### config.mk
export PLATFORM = sky130hd
export DESIGN_NAME = sink_list_pruner
export DESIGN_NICKNAME = d
export VERILOG_FILES = /design/src/rtl/sink_list_pruner.sv
export SDC_FILE = /design/constraint.sdc
export NUM_CORES = 1
export LEC_CHECK = 0
export CORE_ASPECT_RATIO = 0.9
export CORE_MARGIN = 2
export CORE_UTILIZATION = 30
export DETAILED_ROUTE_END_ITERATION = 16
export REMOVE_ABC_BUFFERS = 1
export SLEW_MARGIN = 20
export SYNTH_ARGS = -nofsm -noshare
export SYNTH_HDL_FRONTEND = slang
export SYNTH_SLANG_ARGS = --single-unit
export TNS_END_PERCENT = 1
### constraint.sdc
create_clock -name clock -period 5.4 [get_ports clock]
set_input_delay 1.35 -clock clock [delete_from_list [all_inputs] [get_ports clock]]
set_output_delay 1.35 -clock clock [all_outputs]
set_load 0.01 [all_outputs]
### src/rtl/sink_list_pruner.sv
// sink_list_pruner: walks every neighbor's sinkID list in memory and keeps only
// entries that appear in the knownSinks table. Duplicate IDs are kept once.
// Survivors are compacted toward slot 0, freed slots are zeroed, and the
// per-neighbor count is rewritten. The memory has a one-cycle read latency.
module sink_list_pruner #(
  parameter int WORD_WIDTH    = 16,
  parameter int ADDR_WIDTH    = 11,
  parameter int MAX_NBR       = 64,
  parameter int MAX_SINKS     = 8,
  parameter int MAX_KNOWN     = 16,
  parameter int KNOWN_BASE    = 'h008,
  parameter int SINKID_BASE   = 'h248,
  parameter int SINKCNT_BASE  = 'h68E,
  parameter int KNOWNCNT_ADDR = 'h688,
  parameter int NBRCNT_ADDR   = 'h68A
) (
  input  logic                  clock,
  input  logic                  nrst,
  input  logic                  en,
  input  logic                  start,
  output logic [ADDR_WIDTH-1:0] address,
  output logic                  wr_en,
  input  logic [WORD_WIDTH-1:0] data_in,
  output logic [WORD_WIDTH-1:0] data_out,
  output logic                  done,
  output logic                  busy,
  output logic [15:0]           pruned_total
);

  localparam int NW = $clog2(MAX_NBR + 1);
  localparam int KW = $clog2(MAX_KNOWN + 1);
  localparam int CW = $clog2(MAX_SINKS + 1);

  typedef enum logic [3:0] {
    IDLE, RD_CNT, LOAD_KNOWN, RD_NCNT, RD_SLOT, CMP, WR_SLOT, CLR_SLOT, WR_NCNT, DONE
  } state_t;

  state_t                r_state;
  logic [ADDR_WIDTH-1:0] r_addr;
  logic                  r_wr;
  logic [WORD_WIDTH-1:0] r_dout;
  logic                  r_done;
  logic                  r_busy;
  logic [15:0]           r_ptot;
  logic [15:0]           r_prune;
  logic                  r_vld;   // read data for r_addr is on data_in this cycle
  logic                  r_sub;   // RD_CNT: 0 = neighborCount, 1 = knownSinkCount
  logic [NW-1:0]         r_ntot;
  logic [KW-1:0]         r_kn;
  logic [KW-1:0]         r_i;
  logic [NW-1:0]         r_n;
  logic [CW-1:0]         r_c;
  logic [CW-1:0]         r_k;     // read slot, reused as clear index in CLR_SLOT
  logic [CW-1:0]         r_w;     // compaction write index
  logic [WORD_WIDTH-1:0] r_id;
  logic [WORD_WIDTH-1:0] r_known [MAX_KNOWN];
  logic [WORD_WIDTH-1:0] r_kept  [MAX_SINKS];

  logic          w_hit, w_dup, w_keep;
  logic [CW-1:0] w_wn;

  function automatic logic [ADDR_WIDTH-1:0] f_known_addr(input logic [KW-1:0] i);
    return ADDR_WIDTH'(KNOWN_BASE + 2 * int'(i));
  endfunction

  function automatic logic [ADDR_WIDTH-1:0] f_slot_addr(input logic [NW-1:0] n,
                                                       input logic [CW-1:0] k);
    return ADDR_WIDTH'(SINKID_BASE + 2 * (int'(n) * MAX_SINKS + int'(k)));
  endfunction

  function automatic logic [ADDR_WIDTH-1:0] f_cnt_addr(input logic [NW-1:0] n);
    return ADDR_WIDTH'(SINKCNT_BASE + 2 * int'(n));
  endfunction

  assign address      = r_addr;
  assign wr_en        = r_wr & en;
  assign data_out     = r_dout;
  assign done         = r_done;
  assign busy         = r_busy;
  assign pruned_total = r_ptot;

  // Known-sink match and already-kept check for the ID under comparison.
  always_comb begin
    w_hit = 1'b0;
    w_dup = 1'b0;
    for (int i = 0; i < MAX_KNOWN; i++)
      if (i < int'(r_kn) && r_known[i] == r_id) w_hit = 1'b1;
    for (int j = 0; j < MAX_SINKS; j++)
      if (j < int'(r_w) && r_kept[j] == r_id) w_dup = 1'b1;
    w_keep = w_hit & ~w_dup;
    // Write index after this slot: a finished move, or an in-place keep.
    w_wn = r_w;
    if (r_state == WR_SLOT || (r_state == CMP && w_keep && r_w == r_k))
      w_wn = r_w + 1'b1;
  end

  // Main FSM; en low freezes everything and drops the pending read.
  always_ff @(posedge clock) begin
    if (!nrst) begin
      r_state <= IDLE;
      r_addr  <= '0;
      r_wr    <= 1'b0;
      r_dout  <= '0;
      r_done  <= 1'b0;
      r_busy  <= 1'b0;
      r_ptot  <= '0;
      r_prune <= '0;
      r_vld   <= 1'b0;
      r_sub   <= 1'b0;
      r_ntot  <= '0;
      r_kn    <= '0;
      r_i     <= '0;
      r_n     <= '0;
      r_c     <= '0;
      r_k     <= '0;
      r_w     <= '0;
      r_id    <= '0;
      for (int i = 0; i < MAX_KNOWN; i++) r_known[i] <= '0;
      for (int j = 0; j < MAX_SINKS; j++) r_kept[j] <= '0;
    end else if (!en) begin
      // Address is held; the read is reissued after resume.
      r_vld <= 1'b0;
    end else begin
      case (r_state)
        IDLE: if (start) begin
          r_state <= RD_CNT;
          r_busy  <= 1'b1;
          r_prune <= '0;
          r_sub   <= 1'b0;
          r_vld   <= 1'b0;
          r_addr  <= ADDR_WIDTH'(NBRCNT_ADDR);
        end
        RD_CNT: if (!r_vld) r_vld <= 1'b1;
        else begin
          r_vld <= 1'b0;
          if (!r_sub) begin
            r_ntot <= (data_in > WORD_WIDTH'(MAX_NBR)) ? NW'(MAX_NBR) : NW'(data_in);
            if (data_in == '0) begin
              r_state <= DONE;
              r_busy  <= 1'b0;
              r_done  <= 1'b1;
              r_ptot  <= r_prune;
            end else begin
              r_sub  <= 1'b1;
              r_addr <= ADDR_WIDTH'(KNOWNCNT_ADDR);
            end
          end else begin
            r_kn <= (data_in > WORD_WIDTH'(MAX_KNOWN)) ? KW'(MAX_KNOWN) : KW'(data_in);
            r_n  <= '0;
            if (data_in == '0) begin
              r_state <= RD_NCNT;
              r_addr  <= f_cnt_addr('0);
            end else begin
              r_state <= LOAD_KNOWN;
              r_i     <= '0;
              r_addr  <= f_known_addr('0);
            end
          end
        end
        LOAD_KNOWN: if (!r_vld) r_vld <= 1'b1;
        else begin
          r_vld <= 1'b0;
          for (int i = 0; i < MAX_KNOWN; i++)
            if (i == int'(r_i)) r_known[i] <= data_in;
          if (r_i + 1'b1 < r_kn) begin
            r_i    <= r_i + 1'b1;
            r_addr <= f_known_addr(r_i + 1'b1);
          end else begin
            r_state <= RD_NCNT;
            r_addr  <= f_cnt_addr('0);
          end
        end
        RD_NCNT: if (!r_vld) r_vld <= 1'b1;
        else begin
          // w=0 empties the kept set; stale r_kept entries are never looked at.
          r_vld <= 1'b0;
          r_c   <= (data_in > WORD_WIDTH'(MAX_SINKS)) ? CW'(MAX_SINKS) : CW'(data_in);
          r_w   <= '0;
          r_k   <= '0;
          if (data_in == '0) begin
            r_state <= WR_NCNT;
            r_dout  <= '0;
            r_wr    <= 1'b1;
          end else begin
            r_state <= RD_SLOT;
            r_addr  <= f_slot_addr(r_n, '0);
          end
        end
        RD_SLOT: if (!r_vld) r_vld <= 1'b1;
        else begin
          r_vld   <= 1'b0;
          r_id    <= data_in;
          r_state <= CMP;
        end
        CMP, WR_SLOT: begin
          if (r_state == CMP && w_keep) begin
            for (int j = 0; j < MAX_SINKS; j++)
              if (j == int'(r_w)) r_kept[j] <= r_id;
          end
          if (r_state == CMP && !w_keep && r_prune != 16'hFFFF)
            r_prune <= r_prune + 1'b1;
          if (r_state == CMP && w_keep && r_w != r_k) begin
            r_state <= WR_SLOT;
            r_addr  <= f_slot_addr(r_n, r_w);
            r_dout  <= r_id;
            r_wr    <= 1'b1;
          end else begin
            r_w  <= w_wn;
            r_wr <= 1'b0;
            if (r_k + 1'b1 < r_c) begin
              r_state <= RD_SLOT;
              r_k     <= r_k + 1'b1;
              r_addr  <= f_slot_addr(r_n, r_k + 1'b1);
            end else if (w_wn < r_c) begin
              r_state <= CLR_SLOT;
              r_k     <= w_wn;
              r_addr  <= f_slot_addr(r_n, w_wn);
              r_dout  <= '0;
              r_wr    <= 1'b1;
            end else begin
              r_state <= WR_NCNT;
              r_addr  <= f_cnt_addr(r_n);
              r_dout  <= WORD_WIDTH'(w_wn);
              r_wr    <= 1'b1;
            end
          end
        end
        CLR_SLOT: begin
          if (r_k + 1'b1 < r_c) begin
            r_k    <= r_k + 1'b1;
            r_addr <= f_slot_addr(r_n, r_k + 1'b1);
          end else begin
            r_state <= WR_NCNT;
            r_addr  <= f_cnt_addr(r_n);
            r_dout  <= WORD_WIDTH'(r_w);
          end
        end
        WR_NCNT: begin
          r_wr <= 1'b0;
          if (r_n + 1'b1 < r_ntot) begin
            r_state <= RD_NCNT;
            r_n     <= r_n + 1'b1;
            r_addr  <= f_cnt_addr(r_n + 1'b1);
          end else begin
            r_state <= DONE;
            r_busy  <= 1'b0;
            r_done  <= 1'b1;
            r_ptot  <= r_prune;
          end
        end
        DONE: if (!start) begin
          r_state <= IDLE;
          r_done  <= 1'b0;
        end
        default: r_state <= IDLE;
      endcase
    end
  end

endmodule

# After elaboration in Yosys (flattened, before gate mapping)
# Memory sizes are Yosys's and may differ from the RTL's.
# Cells that the tools add are included.
# word_totals
in_bits	20
regBits	120
memories	2
latchBits	0
ramBits	384
romBits	0
out_inout_bits	46
# classes
bitwise_logic	28
n_shift	0
n_lt_le_gt_ge	31
addsub	15
n_eq_ne	82
n_mux	285
div_mod_pow	0
reduce_logical	67
multipliers	0
# memory_table
memory	depth	width	read_ports	rd_clocked_by_memory_dff	write_ports	line_no	source
r_known	16	16	16	0	16	56	logic [WORD_WIDTH-1:0] r_known [MAX_KNOWN];
r_kept	8	16	8	0	8	57	logic [WORD_WIDTH-1:0] r_kept [MAX_SINKS];
# op_table
cell	count
16-bit two-way mux	35
16-bit == test	24
1-bit two-way mux	188
11-bit two-way mux	14
4-bit two-way mux	24
11-bit one-hot mux with 7 select lines	1
16-bit one-hot mux with 2 select lines	2
16-bit one-hot mux with 3 select lines	1
10-bit by 11-bit adder with 11-bit output, first input constant	4
5-bit == test, first input constant	8
4-bit by 5-bit < comparator with 1-bit output, first input constant	8
2-bit inequality test, second input constant	20
4-bit one-hot mux with 9 select lines	1
10-bit by 4-bit adder with 10-bit output	3
5-bit two-way mux	6
1-bit logical AND	29
7-bit two-way mux	4
1-bit OR	24
4-bit AND reduction	6
11-bit by 8-bit adder with 11-bit output, first input constant	2
7-bit AND reduction	3
4-bit by 5-bit == test with 1-bit output, first input constant	4
3-bit by 5-bit < comparator with 1-bit output, first input constant	4
6-bit AND reduction	3
52 further kinds	90

# Depth between registers and ports, before layout
# An unclocked memory read counts as a cell.
# logic_depth
word_depth	30
mapped_depth	22

# Least setup slack after synthesis
# Ideal clock, no wire load.
# synth_path
kind	reg2reg
from	register r_id[0]
to	register r_addr[6], in the netlist address[6]
synth_period_minus_slack_ns	4.126
path_stages_with_launch	19
t_arrival_ns	3.995
setup_slack_ns	1.274
path_buffers	1
cell_sequence	dfxtp_1 buf_4 xor2_1 nor4_1 nand3_1 o311ai_2 a311oi_1 o2111ai_2 a31oi_4 nor4_1 xnor2_1 ha_1 ha_1 nand2_1 or3_1 mux2_2 and2_0 a2111oi_0 nor3_1
# synth_between
elab_chain_len	29
# synth_lines
element	line_no	source
start, declared	55	logic [WORD_WIDTH-1:0] r_id;
start signal, assigned	192	r_id <= data_in;
16-bit == test	87	if (i < int'(r_kn) && r_known[i] == r_id) w_hit = 1'b1;
1-bit logical AND	87	
1-bit two-way mux (16 in a row)	87	
1-bit AND (*)	90	w_keep = w_hit & ~w_dup;
1-bit logical AND (*)	93, 202	
1-bit logical AND	93	if (r_state == WR_SLOT || (r_state == CMP && w_keep && r_w == r_k))
1-bit logical OR	93	
4-bit two-way mux	93	
10-bit by 4-bit adder with 10-bit output	68	return ADDR_WIDTH'(SINKID_BASE + 2 * (int'(n) * MAX_SINKS + int'(k)));
10-bit by 11-bit adder with 11-bit output	68	
11-bit two-way mux	214	end else if (w_wn < r_c) begin
11-bit two-way mux	210	if (r_k + 1'b1 < r_c) begin
11-bit two-way mux (*)	202	if (r_state == CMP && w_keep && r_w != r_k) begin
11-bit one-hot mux with 7 select lines (*)	124	case (r_state)
end signal, assigned	204	r_addr <= f_slot_addr(r_n, r_w);
end signal, assigned	213	r_addr <= f_slot_addr(r_n, r_k + 1'b1);
end signal, assigned	217	r_addr <= f_slot_addr(r_n, w_wn);
end, declared	39	logic [ADDR_WIDTH-1:0] r_addr;
# Every way passes the cells marked *; elsewhere a longest branch is shown, timed or not.
# A chain may end at the register's enable or synchronous reset.

# Final worst setup path
# layout_path
from	register r_id[3]
to	register r_addr[6], in the netlist address[6]
# The elaborated chain is that of the path after synthesis.

==> impl_metrics.tcl <==
set metrics [dict create \
    syn-instance-count 2478 \
    period_share 0.912 \
    ys.flop_type "edfxtp_1" \
    holdPathStages 2 \
    skew_ns 0.0320 \
    hold_end "r_wr" \
    drt_iter0_markers 2376 \
    p_comb_frac 0.073 \
    drive_gt1_frac 0.0930 \
    vias 19400 \
    syn2layout_area_growth_pct 13.9 \
    synth_edf_count 384 \
    cts_sinks 503 \
    synth.ff_latch_count 503 \
    postCtsHoldBufs 0 \
    syn_area_mm2 0.0262 \
    core_area_mm2 0.0864 \
    rr_worst_depth 19 \
    grt_max_degree 57 \
    dr.pass1.iters 6 \
    p_per_area_mw_per_mm2 292 \
    cp-end-kind "flip-flop" \
    die_w_um 316 \
    ys_warn_count 0 \
    grt_pass1_vias 18500 \
    wirelength_um 82200 \
    hold_viol 0 \
    crit_type "flip-flop to flip-flop" \
    power_leakage_nw 10.6 \
    hp-class "flip-flop to flip-flop" \
    tightestPinTransition_ns 1.01 \
    fillers 8600 \
    synthTopCellsByArea "edfxtp_1 44%, dfxtp_1 9.1%, xor2_1 8.3%" \
    ys_top_cells_by_count "400 x nor2_1, 384 x edfxtp_1, 248 x xor2_1, 212 x xnor2_1, 173 x nand2_1" \
    n_antenna_cell 0 \
    grt_pass1_wl_um 123000 \
    grt_usage 0.180 \
    hp-start "r_wr" \
    root_buffer "clkbuf_16" \
    yosysTopAreaCellShare 0.439 \
    seq_area_mm2 0.0139 \
    hold_slack_ns 0.452 \
    wire_per_inst_um 22.1 \
    antenna_found_initial 1 \
    period_minus_slack_ns 4.92 \
    crit_path_start_kind "flip-flop" \
    ant_nets 0 \
    rr_endpoint "address[6]" \
    overflow 0 \
    rows 102 \
    r2r_slack_ns 0.48 \
    setup-violations-final 0 \
    cp_max_fo 13 \
    die_h_um 285 \
    critPathArrivalTime_ns 5.40 \
    cts_buffers 53 \
    detail_route.vias_per_cell 5.21 \
    nNetsFinal 2596 \
    finalSetupTns_ns 0 \
    multi_input_comb_area_mm2 0.0112 \
    htreeDepth 2 \
    tritoncts "done" \
    synth.distinct_cells 94 \
    sw_frac_of_total 0.245 \
    drv_cap 0 \
    avgSynthCellArea_um2 10.6 \
    yosysSeqAreaShare 0.530 \
    synth.most_common_cell "nor2_1" \
    max_freq_ghz 0.203 \
    async_reset_ff_frac 0 \
    slew_violations 0 \
    yosysTopAreaCell "edfxtp_1" \
    grt_setup_unrepaired "no" \
    cts.path.max_buffers 3 \
    status "complete, no violations" \
    io_pins 66 \
    fp.dieArea_mm2 0.0899 \
    post-place-ws_ns 0.426 \
    io_buffers 64 \
    p_int_mw 6.61 \
    power_frac_seq 0.506 \
    fin_total_pwr_mw 8.74 \
    worst_ep_required_time_ns 5.88 \
    place_hpwl_um 56100 \
    clk_latency_ns 0.63 \
    gp_congestion 0.914 \
    max_slew_margin 0.327 \
    ir_drop_uv 347 \
    worst_slack_ns 0.476 \
    p_switching_mw 2.14 \
    initial_core_util 0.304 \
    clk_pin_slew_ns 0.06 \
    p_clk_frac 0.421 \
    drc 0 \
    rr_startpoint "r_id[3]" \
]
[area by class of cell]
cell class / instances / share of cell area
well taps: 1144 / 0.0479
inverters: 68 / 0.00853
clock inverters: 26 / 0.00782
multi-input cells: 1750 / 0.373
clock buffers: 74 / 0.0505
repair buffers: 159 / 0.0460
flip-flops and latches: 503 / 0.466
[worst max-delay path, cell delays in order (launching register included)]
cell	delay, ns
dfxtp_2	0.42
buf_4	0.34
buf_4	0.30
xnor2_1	0.14
nand4_1	0.13
nor4_2	0.40
a221oi_2	0.12
o221ai_1	0.30
a21oi_2	0.16
a31oi_4	0.20
nor4_1	0.08
xnor2_1	0.19
ha_1	0.25
ha_1	0.34
nand2_1	0.14
or3_1	0.35
o221a_2	0.26
and2_0	0.15
a2111oi_0	0.37
nor3_1	0.10
[layer usage]
layer	vias to the layer above	share of wire	GRT usage
met5	-	0.00015	0
met4	2	0.015	0.0342
met3	104	0.096	0.0360
met2	922	0.43	0.267
met1	9556	0.45	0.269
li1	8805	-	-
[kinds of logic (layout without fill, tap and decap cells)]
family / count (synthesis) / count (layout) / share of synthesized area
other: 1 / 1 / 0.000143
muxes: 24 / 24 / 0.00925
buffers and inverters: 225 / 327 / 0.0456
adders and majority gates: 41 / 41 / 0.0195
AOI/OAI and AO/OA: 284 / 284 / 0.0716
and+or+nand+nor: 939 / 939 / 0.170
DFF: 503 / 503 / 0.530
xor gates and xnor gates: 461 / 461 / 0.154
[power by group through the flow]
stage               combinational [mW]  sequential (mW)  clock (mW)
finish                           0.639             4.42        3.68
global route                     0.689             4.44        3.87
CTS                              0.630             4.42        3.74
detailed placement               0.626             4.50           0
global placement                 0.631             4.50           0
floorplan                        0.359             4.49           0
[per-stage QoR]
| step | std cells | utilization | cell area, um^2 |
|---|---|---|---|
| after floorplan | 2321 | - | 25300 |
| after global placement | 3624 | 0.326 | 28100 |
| after detailed placement | 3624 | 0.326 | 28100 |
| after CTS | 3724 | 0.346 | 29900 |
| after global routing | 3724 | 0.346 | 29900 |
| final | 3724 | 0.346 | 29900 |
[what timing repair did]
action / in CTS / in global routing
gates resized for setup: 0 / 3
setup buffers: 0 / 0
endpoints found under the setup margin: 0 / 1
[cells in the final DEF (no fill, tap or decap), types with 13 or more instances in the layout]
cell             count
xor2_1             248
and3_1              13
buf_4               94
a22oi_1             24
nand3_1             78
edfxtp_1           384
nor2_1             400
dfxtp_2             16
nand4_1             62
mux2i_1             22
clkdlybuf4s50_1     63
nand2_1            173
o21ai_0             46
nor3_1              35
a21oi_1            103
nor4_1              75
clkbuf_16           53
nand2b_1            13
ha_1                41
inv_1               67
dfxtp_1            103
xnor2_1            212
[how the worst max path moves through the flow]
stage                     startpoint    endpoint  slack (ns)  cells after the start
after floorplan              r_id[0]  address[6]        0.68                     17
after global placement       r_id[6]  address[6]        0.54                     17
after detailed placement     r_id[6]  address[6]        0.43                     17
after CTS                    r_id[6]  address[6]        0.38                     17
after global routing         r_id[6]  address[6]        0.03                     18
final                        r_id[3]  address[6]        0.48                     19
[state kept, by name (all words and copies together), names as in the netlist]
register and flops:
r_known 256, r_kept 128, data_out 16, pruned_total 16, r_id 16, r_prune 16, address 10, r_n 7
r_ntot 7, r_i 5, r_kn 5, r_c 4, r_k 4, r_state 4, r_w 4, busy 1
done 1, r_sub 1, r_vld 1, r_wr 1
Power figures use the tool's default switching activity.
